===== config.mk =====
export PLATFORM = sky130hd
export DESIGN_NAME = sn76489_control
export DESIGN_NICKNAME = d
export VERILOG_FILES = /design/src/rtl/sn76489_control_pkg.sv /design/src/rtl/sn76489_clock_divider.sv /design/src/rtl/sn76489_control.sv
export SDC_FILE = /design/constraint.sdc
export NUM_CORES = 1
export LEC_CHECK = 0
export CAP_MARGIN = 20
export CORE_MARGIN = 2
export CORE_UTILIZATION = 45
export DETAILED_ROUTE_END_ITERATION = 10
export GPL_TIMING_DRIVEN = 0
export HOLD_SLACK_MARGIN = 0.12
export PLACE_DENSITY_LB_ADDON = 0.3
export SYNTH_ARGS = -nofsm -noshare
export SYNTH_HDL_FRONTEND = slang
export SYNTH_SLANG_ARGS = --single-unit

===== constraint.sdc =====
create_clock -name clk -period 1.86 [get_ports clk]
set_input_delay 0.558 -clock clk [delete_from_list [all_inputs] [get_ports clk]]
set_output_delay 0.558 -clock clk [all_outputs]
set_load 0.05 [all_outputs]

===== src/rtl/sn76489_control_pkg.sv =====
// Shared constants for the SN76489 PSG register front end: latch codes,
// channel indices, noise frequency codes/periods and feedback codes.
package sn76489_control_pkg;

  localparam logic [3:0] ATT_OFF = 4'hF;

  localparam logic LATCH_TYPE_TONE = 1'b0;
  localparam logic LATCH_TYPE_ATT  = 1'b1;

  localparam logic [1:0] CH_TONE0 = 2'd0;
  localparam logic [1:0] CH_TONE1 = 2'd1;
  localparam logic [1:0] CH_TONE2 = 2'd2;
  localparam logic [1:0] CH_NOISE = 2'd3;

  localparam logic [1:0] NF_DIV16 = 2'd0;
  localparam logic [1:0] NF_DIV32 = 2'd1;
  localparam logic [1:0] NF_DIV64 = 2'd2;
  localparam logic [1:0] NF_TONE2 = 2'd3;

  localparam logic [9:0] NOISE_PERIOD_16 = 10'd16;
  localparam logic [9:0] NOISE_PERIOD_32 = 10'd32;
  localparam logic [9:0] NOISE_PERIOD_64 = 10'd64;

  localparam logic NOISE_FEEDBACK_TYPE_PERIODIC    = 1'b0;
  localparam logic NOISE_FEEDBACK_TYPE_WHITE_NOISE = 1'b1;

  typedef struct packed {
    logic [1:0] ch;
    logic       typ;
  } latch_t;

  localparam latch_t LATCH_RESET = '{ch: CH_TONE0, typ: LATCH_TYPE_TONE};

endpackage


===== src/rtl/sn76489_clock_divider.sv =====
// Free-running 0..CLK_DIV-1 counter producing a registered one-cycle enable
// in the cycle after the counter reaches its terminal value.
module sn76489_clock_divider #(
  parameter int CLK_DIV = 16
) (
  input  logic clk,
  input  logic reset,
  output logic enable
);

  localparam int CNT_W = (CLK_DIV > 2) ? $clog2(CLK_DIV) : 1;
  localparam logic [CNT_W-1:0] CNT_LAST = CNT_W'(CLK_DIV - 1);

  logic [CNT_W-1:0] cnt_q, cnt_d;
  logic             enable_q, enable_d;

  always_comb begin
    enable_d = (cnt_q == CNT_LAST);
    cnt_d    = enable_d ? '0 : cnt_q + 1'b1;
  end

  always_ff @(posedge clk) begin
    if (!reset) begin
      cnt_q    <= '0;
      enable_q <= 1'b0;
    end else begin
      cnt_q    <= cnt_d;
      enable_q <= enable_d;
    end
  end

  assign enable = enable_q;

endmodule


===== src/rtl/sn76489_control.sv =====
// PSG register front end: decodes latch/data bytes into tone periods,
// attenuations and noise control, and hosts the shared clock divider.
module sn76489_control
  import sn76489_control_pkg::*;
#(
  parameter int CLK_DIV = 16
) (
  input  logic       clk,
  input  logic       reset,
  input  logic       wr,
  input  logic [7:0] data,
  output logic       enable,
  output logic [9:0] tone0_n,
  output logic [9:0] tone1_n,
  output logic [9:0] tone2_n,
  output logic [9:0] noise_n,
  output logic       noiseFeedbackType,
  output logic       noise_reset,
  output logic [3:0] att0,
  output logic [3:0] att1,
  output logic [3:0] att2,
  output logic [3:0] att3
);

  logic [2:0][9:0] tone_q, tone_d;
  logic [3:0][3:0] att_q, att_d;
  logic            fb_q, fb_d;
  logic [1:0]      nf_q, nf_d;
  latch_t          latch_q, latch_d;
  logic            noise_reset_q, noise_reset_d;

  sn76489_clock_divider #(.CLK_DIV(CLK_DIV)) u_div (
    .clk    (clk),
    .reset  (reset),
    .enable (enable)
  );

  // A latch byte updates the latch and then writes through it, so both byte
  // kinds share one target-selection path keyed on the new latch value.
  always_comb begin
    tone_d        = tone_q;
    att_d         = att_q;
    fb_d          = fb_q;
    nf_d          = nf_q;
    latch_d       = latch_q;
    noise_reset_d = 1'b0;
    if (wr) begin
      if (data[7]) begin
        latch_d.ch  = data[6:5];
        latch_d.typ = data[4];
      end
      if (latch_d.typ == LATCH_TYPE_ATT) begin
        att_d[latch_d.ch] = data[3:0];
      end else if (latch_d.ch == CH_NOISE) begin
        fb_d          = data[2];
        nf_d          = data[1:0];
        noise_reset_d = 1'b1;
      end else if (data[7]) begin
        tone_d[latch_d.ch][3:0] = data[3:0];
      end else begin
        tone_d[latch_d.ch][9:4] = data[5:0];
      end
    end
  end

  always_ff @(posedge clk) begin
    if (!reset) begin
      tone_q        <= '0;
      att_q         <= {4{ATT_OFF}};
      fb_q          <= NOISE_FEEDBACK_TYPE_PERIODIC;
      nf_q          <= NF_DIV16;
      latch_q       <= LATCH_RESET;
      noise_reset_q <= 1'b0;
    end else begin
      tone_q        <= tone_d;
      att_q         <= att_d;
      fb_q          <= fb_d;
      nf_q          <= nf_d;
      latch_q       <= latch_d;
      noise_reset_q <= noise_reset_d;
    end
  end

  // Rate 3 borrows tone2's period live, so later tone2 writes retune noise.
  always_comb begin
    unique case (nf_q)
      NF_DIV16: noise_n = NOISE_PERIOD_16;
      NF_DIV32: noise_n = NOISE_PERIOD_32;
      NF_DIV64: noise_n = NOISE_PERIOD_64;
      default:  noise_n = tone_q[CH_TONE2];
    endcase
  end

  assign tone0_n           = tone_q[0];
  assign tone1_n           = tone_q[1];
  assign tone2_n           = tone_q[2];
  assign att0              = att_q[0];
  assign att1              = att_q[1];
  assign att2              = att_q[2];
  assign att3              = att_q[3];
  assign noiseFeedbackType = fb_q;
  assign noise_reset       = noise_reset_q;

endmodule


==> results of run 1 <==
-- cells in the mapped netlist, drive strengths merged --
master,n,area share
and3b,2,0.0073
o21ai,22,0.046
or3b,1,0.0047
inv,4,0.0063
a211oi,1,0.0031
and3,9,0.024
a21boi,2,0.0063
nor4,1,0.0052
nor3b,1,0.0031
clkbuf,14,0.022
a2111oi,1,0.012
a21oi,22,0.046
mux2i,33,0.14
o21bai,1,0.0031
nand3,21,0.044
nor2b,1,0.0026
nand4b,1,0.0037
mux2,1,0.0047
nor2,25,0.039
or4b,2,0.0084
nor4bb,1,0.0042
xnor2,1,0.0037
and4b,1,0.0042
ha,1,0.0052
o211a,1,0.0042
nand2,23,0.036
o211ai,3,0.0094
dfxtp,58,0.49
nor4b,1,0.0037
buf,4,0.010
nand2b,1,0.0026
clkinv,1,0.0016
-- cell families (layout without fill, tap and decap cells) --
| kind of cell | after synthesis | count (layout) | synth area share |
|---|---|---|---|
| buffers and inverters | 23 | 108 | 0.0403 |
| multiplexers | 34 | 34 | 0.143 |
| adder cells (fa/ha/maj) | 1 | 1 | 0.00523 |
| XOR/XNOR | 1 | 1 | 0.00366 |
| flip-flops | 58 | 58 | 0.486 |
| AO/OA/AOI/OAI | 53 | 53 | 0.130 |
| AND/OR/NAND/NOR | 91 | 91 | 0.193 |
-- layout by cell type, fill, tap and decap left out, drive strengths merged, types with 2 or more instances in the layout --
master,netlist,layout
dfxtp,58,58
dlygate4sd2,0,51
mux2i,33,33
nor2,25,25
nand2,23,23
a21oi,22,22
o21ai,22,22
clkbuf,14,22
nand3,21,21
buf,4,16
and3,9,9
clkdlybuf4s50,0,5
clkinv,1,5
inv,4,4
o211ai,3,3
and3b,2,2
bufinv,0,2
clkdlybuf4s15,0,2
a21boi,2,2
or4b,2,2
-- power breakdown --
| part | total, mW | internal, mW | switching (mW) |
|---|---|---|---|
| Sequential | 1.29 | 1.27 | 0.0211 |
| Clock | 1.28 | 0.781 | 0.496 |
| Combinational | 0.304 | 0.0928 | 0.211 |
| Total | 2.87 | 2.15 | 0.729 |
-- sequential cells by signal, summed over array words and instances (netlist names) --
register and cells:
nf_q 2, u_div.cnt_q 4, tone1_n 10, att3 4, att0 4, tone0_n 10
latch_q 3, att2 4, u_div.enable 1, tone2_n 10, noiseFeedbackType 1, noise_reset 1
att1 4
-- metal layers --
metal	vias to the layer above	part of all wire	track usage
li1	1071	-	-
met1	1015	0.45	0.274
met2	56	0.48	0.357
met3	13	0.046	0.0482
met4	0	0.021	0.113
met5	-	0	0
-- stage by stage --
step                utilization  area (sq um)  worst slack, ps  power (mW)  cells
detailed placement        0.617          3150             -656        1.63    398
floorplan                     -          2390             -146        1.52    261
global route              0.655          3340           -0.213        2.98    416
finish                    0.655          3340             59.8        2.87    416
CTS                       0.649          3320             10.2        2.88    416
global placement          0.617          3150             -640        1.63    398
-- worst min-delay path, delay by kind of cell, from the launching register on --
kind | cells | cell delay [ps]
simple gates | 1 | 50
flops | 1 | 310
mux | 1 | 50
-- final timing paths --
kind | cells past startpoint | to | slack (ps) | from
max | 1 | tone2_n[6] | 60 | tone2_n[6]
min | 2 | tone0_n[1] | 460 | tone0_n[1]
max reg2reg | 3 | tone2_n[9] | 160 | latch_q[0]
min reg2reg | 2 | tone0_n[1] | 460 | tone0_n[1]
-- final cells by class --
class | count | area, sq um
inverters | 5 | 18.8
multi-input cells | 180 | 1160
fillers | 454 | 1760
repair buffers | 70 | 618
plain buffers | 17 | 83.8
clock buffers | 10 | 138
clock inverters | 6 | 80.1
flip-flops and latches | 58 | 1160
well taps | 70 | 87.6
-- repair_timing --
item	CTS	global route
pin swaps	0	2
setup endpoints to repair	100	20
setup buffers	2	1
resized for setup	110	10
hold endpoints to repair	0	0
==> run summary, run 1 <==
Status = complete, no violations
Seq/Total Area, Yosys = 0.486
CP Capture Type = output port
Setup violators final = 0
CTS Hold Buffers Added = 0
Netlist area before placement = 0.00239 sq mm
Number of buffers created by CTS = 9
Number of cell rows = 26
Avg Inst Size Synth = 9.16 sq um
Synth cell types = 36
Ratio of cells with drive above 1 in the final layout = 0.121
Leakage Power = 1.54 nW
Setup CP Type = reg -> out
Min-Delay Path Class = reg -> reg
Die area = 0.00591 sq mm
Cell family with most CP delay = buffers and inverters
Slowest cell on crit path = dlygate4sd2_1
Cell count after synthesis = 261
Critical path arrival = 1240 ps
GRT overflow = 0
Wirelength per Cell = 14.7 um
Yosys reg bits = 58
Pwr Density = 860 mW/mm^2
Measured slew at the worst slew-check pin = 578 ps
Final-report hold violation count = 0
Routed vias/inst = 5.18
I/O Buffers = 67
Crit path buf inv count = 1
Worst vdd rail ir drop = 558 uV
Final WL = 6130 um
Initial DRC Count = 181
Max stage delay on crit path = 540 ps
Die Width = 76.9 um
Ports = 70
Clock Latency Late Sink = 330 ps
# Max-Cap Violations = 0
P&R area growth vs syn = 39.9%
Vias post-DR = 2155
Post-synthesis net count = 273
Vias in the first global route = 2129
Yosys warns = 0
Worst Skew = 4.64 ps
Worst Setup Start Kind = flop
Setup TNS Final = 0 ps
Starting Density = 0.468
Sink Count = 58
Peak Freq = 0.555 GHz
Max Root-Sink Buffers = 2
ANT nets after route = 0
Worst endpoint required time = 1300 ps
Relative slew slack = 0.614
Initial antenna violation count = 0
Die H = 76.9 um
CTS H-Tree Depth = 3
CTS tree = done
Root Driver = clkbuf_8
CP Cell Sequence = dlygate4sd2_1
Global placer's final weighted congestion = 0.812
Clk slew on worst S/H paths = 70 ps
ANT cells = 0
Min Tclk post-route = 1800 ps
Core area = 0.00511 sq mm
CP Max Fanout = 3
DRC errors left = 0
HPWL Detailed = 4190 um
Final slew viol count = 0
Largest net degree at the start of global routing = 11
Final net count = 353
Total global-route track usage = 0.220
Fin crit share = 0.968
Drt pass-1 iters = 4
Fin Hold WS = 458 ps
First-pass GRT wire length = 10200 um
Note: power is estimated with default switching activity, not from simulation.
==> run 2, diff against run 1 <==
--- a/config.mk
+++ b/config.mk
@@ -9,6 +9,7 @@
 export CORE_MARGIN = 2
 export CORE_UTILIZATION = 45
 export DETAILED_ROUTE_END_ITERATION = 10
+export GPL_ROUTABILITY_DRIVEN = 0
 export GPL_TIMING_DRIVEN = 0
 export HOLD_SLACK_MARGIN = 0.12
 export PLACE_DENSITY_LB_ADDON = 0.3
==> results of run 2 <==
The final DEF is identical to that of run 1; final timing and power are the same.
